### config.mk
export PLATFORM = sky130hd
export DESIGN_NAME = alu_arbiter
export DESIGN_NICKNAME = d
export VERILOG_FILES = /design/src/rtl/alu_arbiter.sv
export SDC_FILE = /design/constraint.sdc
export NUM_CORES = 1
export LEC_CHECK = 0
export ABC_AREA = 1
export CAP_MARGIN = 40
export CORE_AREA = 2 2 131 133
export DETAILED_ROUTE_END_ITERATION = 7
export DIE_AREA = 0 0 133 135
export PLACE_DENSITY = 0.77
export SLEW_MARGIN = 20
export SYNTH_ARGS = -nofsm -noshare
export SYNTH_HDL_FRONTEND = slang
export SYNTH_SLANG_ARGS = --single-unit
export TNS_END_PERCENT = 30
### constraint.sdc
create_clock -name CLK -period 3.89 [get_ports CLK]
set_input_delay 0.5835 -clock CLK [delete_from_list [all_inputs] [get_ports CLK]]
set_output_delay 0.5835 -clock CLK [all_outputs]
set_load 0.01 [all_outputs]
### src/rtl/alu_arbiter.sv
// alu_arbiter: shares one combinational ALU between two requesters.
// Grants are round-robin. Each result is captured into a one-entry response
// slot per requester and returned over a valid/ready handshake.
module alu_arbiter #(
    parameter int DW  = 32,
    parameter int OPW = 4
) (
    input  logic           CLK,
    input  logic           RST,

    input  logic           req0_valid,
    output logic           req0_ready,
    input  logic [OPW-1:0] req0_op,
    input  logic [DW-1:0]  req0_a,
    input  logic [DW-1:0]  req0_b,

    input  logic           req1_valid,
    output logic           req1_ready,
    input  logic [OPW-1:0] req1_op,
    input  logic [DW-1:0]  req1_a,
    input  logic [DW-1:0]  req1_b,

    output logic           rsp0_valid,
    input  logic           rsp0_ready,
    output logic [DW-1:0]  rsp0_result,
    output logic [2:0]     rsp0_flags,

    output logic           rsp1_valid,
    input  logic           rsp1_ready,
    output logic [DW-1:0]  rsp1_result,
    output logic [2:0]     rsp1_flags,

    output logic [OPW-1:0] alu_op,
    output logic [DW-1:0]  alu_porta,
    output logic [DW-1:0]  alu_portb,
    input  logic [DW-1:0]  alu_outport,
    input  logic           alu_neg,
    input  logic           alu_zero,
    input  logic           alu_over,

    output logic [15:0]    op_count
);

    // Identity of the most recently accepted requester; the only arbitration state.
    typedef enum logic {
        LAST_0 = 1'b0,
        LAST_1 = 1'b1
    } last_t;

    last_t last_q;
    last_t last_nxt;

    logic elig0;
    logic elig1;
    logic grant0;
    logic grant1;
    logic acc0;
    logic acc1;

    // Response slots: vld_p1 is the slot-full flag and travels with its data.
    logic          vld0_p1;
    logic          vld1_p1;
    logic [DW-1:0] result0_p1;
    logic [DW-1:0] result1_p1;
    logic [2:0]    flags0_p1;
    logic [2:0]    flags1_p1;
    logic [15:0]   count_p1;

    // Round-robin pick: a lone eligible requester wins; on contention the
    // requester that did not win last time is chosen.
    function automatic logic [1:0] pick(input logic e0, input logic e1, input last_t last);
        logic [1:0] g;
        g = 2'b00;
        if (e0 && e1) begin
            g = (last == LAST_1) ? 2'b01 : 2'b10;
        end else if (e0) begin
            g = 2'b01;
        end else if (e1) begin
            g = 2'b10;
        end
        return g;
    endfunction

    // A slot that is being drained this cycle may accept a new operation.
    // Eligibility is suppressed during reset so no request is acknowledged.
    always_comb begin
        elig0 = req0_valid & (~vld0_p1 | rsp0_ready) & ~RST;
        elig1 = req1_valid & (~vld1_p1 | rsp1_ready) & ~RST;
    end

    // Arbitration state register.
    always_ff @(posedge CLK or posedge RST) begin
        if (RST) begin
            last_q <= LAST_1;
        end else begin
            last_q <= last_nxt;
        end
    end

    // Next arbitration state: moves only on an acceptance.
    always_comb begin
        last_nxt = last_q;
        if (acc0) begin
            last_nxt = LAST_0;
        end else if (acc1) begin
            last_nxt = LAST_1;
        end
    end

    // Grant, handshake and ALU input mux; inputs are zero when nothing is granted.
    always_comb begin
        logic [1:0] g;
        g          = pick(elig0, elig1, last_q);
        grant0     = g[0];
        grant1     = g[1];
        req0_ready = grant0;
        req1_ready = grant1;
        acc0       = req0_valid & grant0;
        acc1       = req1_valid & grant1;
        alu_op     = '0;
        alu_porta  = '0;
        alu_portb  = '0;
        if (grant0) begin
            alu_op    = req0_op;
            alu_porta = req0_a;
            alu_portb = req0_b;
        end else if (grant1) begin
            alu_op    = req1_op;
            alu_porta = req1_a;
            alu_portb = req1_b;
        end
    end

    // ---- response stage p1 ----

    // Slot 0: capture on acceptance (overwrites a slot drained this cycle),
    // otherwise empty it once the requester consumes the response.
    always_ff @(posedge CLK or posedge RST) begin
        if (RST) begin
            vld0_p1    <= 1'b0;
            result0_p1 <= '0;
            flags0_p1  <= '0;
        end else if (acc0) begin
            vld0_p1    <= 1'b1;
            result0_p1 <= alu_outport;
            flags0_p1  <= {alu_over, alu_zero, alu_neg};
        end else if (rsp0_ready) begin
            vld0_p1    <= 1'b0;
        end
    end

    // Slot 1: same behaviour as slot 0.
    always_ff @(posedge CLK or posedge RST) begin
        if (RST) begin
            vld1_p1    <= 1'b0;
            result1_p1 <= '0;
            flags1_p1  <= '0;
        end else if (acc1) begin
            vld1_p1    <= 1'b1;
            result1_p1 <= alu_outport;
            flags1_p1  <= {alu_over, alu_zero, alu_neg};
        end else if (rsp1_ready) begin
            vld1_p1    <= 1'b0;
        end
    end

    // Accepted-operation counter; at most one acceptance per cycle, wraps silently.
    always_ff @(posedge CLK or posedge RST) begin
        if (RST) begin
            count_p1 <= '0;
        end else if (acc0 | acc1) begin
            count_p1 <= count_p1 + 16'd1;
        end
    end

    assign rsp0_valid  = vld0_p1;
    assign rsp0_result = result0_p1;
    assign rsp0_flags  = flags0_p1;
    assign rsp1_valid  = vld1_p1;
    assign rsp1_result = result1_p1;
    assign rsp1_flags  = flags1_p1;
    assign op_count    = count_p1;

endmodule

==> results of run 1 <==
-- flip-flops by register name (all words and copies together) (netlist names) --
name	flops
rsp1_result	32
op_count	16
rsp1_flags	3
rsp1_valid	1
rsp0_flags	3
last_q	1
rsp0_valid	1
rsp0_result	32
-- layout by cell type, fill, tap and decap left out, drive strengths merged --
cell / n
clkdlybuf4s50: 334
nand2: 330
dfrtp: 88
o21ai: 71
inv: 62
nor2: 19
clkbuf: 12
nand3: 11
buf: 9
xnor2: 6
clkinvlp: 2
xor2: 2
clkinv: 2
a21oi: 1
nand4: 1
o21a: 1
ha: 1
dfstp: 1
-- worst register-to-register path: stages (launching register included) --
cell and delay [ns]:
dfrtp_1 0.39, nand2_2 0.11, nand2_1 0.11, o21ai_4 0.15, buf_4 0.53, nand2_1 0.19
o21ai_0 0.11
-- through the flow --
stage | cells | power [mW] | area (µm²)
after global placement | 1156 | 2.519 | 8011
final | 1173 | 3.310 | 8312
after global routing | 1173 | 3.510 | 8312
after CTS | 1172 | 3.347 | 8284
after detailed placement | 1156 | 2.535 | 8011
after floorplan | 624 | 1.711 | 4458
-- logic make-up (layout without fill, tap and decap cells) --
| logic type | count (synthesis) | in the layout |
|---|---|---|
| AND/OR/NAND/NOR | 361 | 361 |
| flip-flops | 89 | 89 |
| buffers and inverters | 92 | 421 |
| XOR/XNOR | 8 | 8 |
| AO/OA/AOI/OAI | 73 | 73 |
| adder cells (fa/ha/maj) | 1 | 1 |
-- per-layer routing --
layer  up-vias  GRT usage, %  part of all wire [%]
li1       2525             -                     -
met1      2188         22.17                    41
met2       164         30.71                    50
met3        11         5.218                   7.6
met4         0         3.524                  0.92
met5         -             0                     0
-- worst max path at each step --
| stage | start | end | slack, ns | cells past startpoint |
|---|---|---|---|---|
| floorplan | RST | alu_porta[15] | 0.32 | 9 |
| global placement | RST | alu_portb[31] | 0.70 | 10 |
| CTS | RST | alu_portb[31] | 0.68 | 10 |
| finish | RST | alu_portb[31] | 0.69 | 10 |
| global route | rsp0_ready | alu_portb[1] | 0.53 | 11 |
| detailed placement | RST | alu_portb[31] | 0.68 | 10 |
-- power by group through the flow --
stage / Sequential [mW] / Combinational (mW) / Clock, mW
floorplan: 1.36 / 0.349 / 0
global placement: 1.28 / 1.24 / 0
detailed placement: 1.28 / 1.25 / 0
CTS: 1.27 / 1.26 / 0.817
global route: 1.30 / 1.35 / 0.859
finish: 1.27 / 1.24 / 0.794
-- final cells by class --
class	instances	area (µm²)
fill	1552	8095
tap	220	275.3
sequential	89	2228
clock buffer	12	246.5
clock inverter	4	26.28
multi-input combinational	443	1843
inverter	62	236.5
timing repair buffer	343	3456
==> results.cfg, run 1 <==
[pwr]
power.switching_mw = 1.003
ir_drop_mv = 0.3057
p_sw_share_pct = 30.29
pwr-share-comb_pct = 37.6
powerDensity_nw_per_um2 = 398.2
p_leak_nw = 3.919
p_int_mw = 2.307
clkPwrFrac_pct = 24.0
seqPwrFrac_pct = 38.4

[sta]
holdWs_ns = 0.4806
fin_crit_ns = 3.204
postLayoutSetupSlackWorst_ns = 0.6860
rsz0062_at_grt = false
worst_pin_slew_ns = 0.6561
setup_violations = 0
maxSlewHeadroom_pct = 56.16
clock_skew_ns = 0.009178
finalHoldViolCount = 0
tns_ns = 0
slew_viol_final = 0
period_share_pct = 82.37
max_freq_mhz = 312.1

[setup_path]
worstRegToRegCells = 6
crit_arrival_ns = 2.62
cp_cell_sequence = clkdlybuf4s50_1 > clkinvlp_4 > nand3_1 > inv_2 > o21ai_4 > inv_2 > buf_12 > nand2_1 > nand2_1 > clkdlybuf4s50_1
r2r_setup_slack_ns = 2.22
cp_num_buf_inv = 6
cp_max_fo = 38
start_kind = input port
required_ns = 3.31
path_class = in -> out
cp_slowest_cell = clkdlybuf4s50_1
path_delay_family = buffers and inverters
critPathMaxStageDelay_ns = 0.55
r2r_end = rsp0_flags[2]
r2r-start = rsp1_valid
critPathCaptureType = output port

[worst_hold_path]
holdPathStages = 2
hold_path_class = reg -> reg
hold_start = rsp0_result[29]
min_to = rsp0_result[29]

[grt]
antenna_found_initial = 0
first_global_vias = 4607
grt_first_pass_wirelength_um = 25120
grt_use_total_pct = 17.77
grt_max_degree = 73
grt_overflow_total = 0

[detailed_routing]
ant_nets = 0
drt-total-wl_um = 16500
drc = 0
vias = 4888
drt_iter0_markers = 205
firstDrtPassIters = 6
vias_per_cell = 4.167
wire_per_inst_um = 14.07

[logic_synthesis]
synth-simple-area-share_pct = 31.01
synth_top_family_by_area = simple AND/OR/NAND/NOR gates
ys_ff_latch = 89
yosysWarnings = 0
yosysMostFrequentCell = nand2_1
synth-compound-area-share_pct = 8.511
synth_xor_area_share_pct = 1.573
synth_edf_count = 0
synth.top_cell.area_share_pct = 49.44
syn_nets = 802
synth_top_area_cell = dfrtp_1
synth_ff_type = dfrtp_1
synth_mux_area_share_pct = 0
synth_fa_ha_area_share_pct = 0.2809
netlist_instances = 624
synthTopCellsByArea = dfrtp_1 (49%), nand2_1 (28%), o21ai_0 (7.9%), inv_1 (4.9%), buf_2 (1.7%)
seq_area_frac_synth_pct = 50.03
synth-async-reset-ratio_pct = 100.0
yosysUniqueCellTypes = 22
syn_area_um2 = 4454
synth_commonest_cells = nand2_1 (328), dfrtp_1 (88), o21ai_0 (70), inv_1 (58), nor2_1 (19)
avgSynthCellArea_um2 = 7.138

[die]
rows = 47
initial_core_util_pct = 27.15
dieArea_um2 = 17960
die_h_um = 135
coreArea_um2 = 16410
ioPinCount = 335
die_x_um = 133

[finish]
insertedDiodeCount = 0
final_nets = 1126
areaGrowthSynthToFinish_pct = 86.60
drive_gt1_share_pct = 3.463
postLayoutCoreUtil_pct = 50.66

[clock_tree]
clk_latency_ns = 0.33
h-tree-depth = 3
postCtsResizedCells = 0
numCtsBuffers = 9
clk_pin_slew_ns = 0.06
root_buffer = clkbuf_16
postCtsSetupBuffers = 0
clockBufferDepth = 2
cts_sinks = 89
cts_tree = done
holdBufCountCts = 0

[placement]
place.port_buffers = 334
dpl_worst_slack_ns = 0.6800
hpwlAfterDp_um = 13140
finalWeightedCongestion = 0.8696

[run_status]
status = complete, no violations

[run]
maxCapViolCount = 0
Power figures use the tool's default switching activity.
==> inputs of run 2 (changes only) <==
- clock period: 3.89 -> 2.9 ns (I/O delays scaled with it)
==> run 2 against run 1 <==
Net effect: core utilization rose by 0.62 points; via count rose by 2.2%; clock-buffer cell count fell by 2; worst setup slack got worse by 0.55 ns; final area rose by 1.2%; largest cell class unchanged.
==> results.cfg, run 2 (same netlist as run 1, synthesis figures left out) <==
[grt]
grt_max_degree = 73
first_global_vias = 4659
antenna_found_initial = 1
grt_overflow_total = 0
grt_first_pass_wirelength_um = 25700
grt_use_total_pct = 18.38

[setup_path]
required_ns = 2.47
crit_arrival_ns = 2.33
critPathCaptureType = output port
path_class = in -> out
start_kind = input port
r2r_setup_slack_ns = 1.17
cp_max_fo = 46

[worst_hold_path]
hold_path_class = reg -> reg

[clock_tree]
cts_tree = done
clockBufferDepth = 2
clk_pin_slew_ns = 0.06
cts_sinks = 89
h-tree-depth = 3
numCtsBuffers = 9
root_buffer = clkbuf_16
clk_latency_ns = 0.34

[die]
coreArea_um2 = 16410
initial_core_util_pct = 27.15
ioPinCount = 335
dieArea_um2 = 17960
die_h_um = 135
die_x_um = 133
rows = 47

[sta]
fin_crit_ns = 2.765
holdWs_ns = 0.4826
maxSlewHeadroom_pct = 54.56
max_freq_mhz = 361.7
worst_pin_slew_ns = 0.6800
finalHoldViolCount = 0
period_share_pct = 95.33
slew_viol_final = 0
postLayoutSetupSlackWorst_ns = 0.1355
rsz0062_at_grt = true
setup_violations = 0
clock_skew_ns = 0.009333

[run]
maxCapViolCount = 0

[pwr]
powerDensity_nw_per_um2 = 541.7
ir_drop_mv = 0.5408
finalPower_mw = 4.557
p_leak_nw = 3.937

[finish]
areaGrowthSynthToFinish_pct = 88.88
insertedDiodeCount = 0
layout_common_cells = clkdlybuf4s50_1 (334), nand2_1 (317), dfrtp_1 (88)
final_common_cell = clkdlybuf4s50_1
final_nets = 1128
nFillCells = 1536
drive_gt1_share_pct = 4.921

[detailed_routing]
vias_per_cell = 4.252
drt_iter0_markers = 234
firstDrtPassIters = 4
drc = 0
vias = 4996
drt-total-wl_um = 17270
wire_per_inst_um = 14.70
ant_nets = 0

[placement]
finalWeightedCongestion = 0.8290
place.port_buffers = 334
dpl_worst_slack_ns = 0.03003
hpwlAfterDp_um = 13510

[run_status]
status = complete, no violations
-- run 2: cell count changes in the layout (fill, tap and decap cells not counted), sizes merged --
cell / previous run / this run
clkinvlp: 2 / 4
clkbuf: 12 / 11
buf: 9 / 10
clkinv: 2 / 1
bufinv: 0 / 1
-- run 2: layout make-up --
class,instances,area (µm²),share of cell area [%]
Tap cell,220,275.3,3.272
Multi-Input combinational cell,443,1871,22.23
Clock buffer,10,229.0,2.722
Clock inverter,6,66.31,0.7882
Inverter,62,239.0,2.841
Sequential cell,89,2228,26.49
Timing Repair Buffer,345,3505,41.66
-- run 2: power by group --
| group | switching [mW] | internal, mW | leakage, nW |
|---|---|---|---|
| Clock | 0.486 | 0.669 | 0.135 |
| Combinational | 0.718 | 0.984 | 2.71 |
| Sequential | 0.181 | 1.52 | 1.09 |
| Total | 1.39 | 3.17 | 3.94 |
-- run 2: per-layer routing --
layer | share of wire, % | vias to the layer above | global-route usage [%]
met1 | 38 | 2249 | 21.64
met5 | 0.075 | - | 0
met4 | 1.5 | 2 | 4.898
met2 | 50 | 193 | 31.52
met3 | 10 | 17 | 7.020
li1 | - | 2535 | -
-- run 2: timing repair --
action / CTS / global route
buffers inserted: 0 / 0
endpoints found under the setup margin: 0 / 12
resized for setup: 0 / 6
hold buffers: 0 / 0
-- run 2: worst max-delay path, stage by stage --
cell,delay [ns]
clkdlybuf4s50_1,0.47
clkinvlp_4,0.13
nand3_2,0.11
inv_2,0.08
nand2_2,0.05
inv_2,0.08
buf_12,0.21
nand2_1,0.07
nand2_1,0.10
clkdlybuf4s50_1,0.55
-- run 2: per-stage QoR --
stage	utilization (%)	std cells	TNS, ns	cell area (µm²)
finish	51.28	1175	0	8413
global route	51.28	1175	-0.006702	8413
CTS	50.83	1173	0	8339
detailed placement	49.03	1157	0	8044
global placement	49.03	1157	0	8044
floorplan	-	624	-20.35	4487
-- run 2: path summary, 6_finish.rpt --
check,start,cells after the start,to
setup / recovery,RST,10,alu_op[3]
hold / removal,rsp0_result[15],2,rsp0_result[15]
setup reg to reg,rsp0_valid,6,op_count[4]
hold reg to reg,rsp0_result[15],2,rsp0_result[15]
max in group asynchronous,RST,4,rsp1_result[31]
min in group asynchronous,RST,3,rsp0_flags[1]
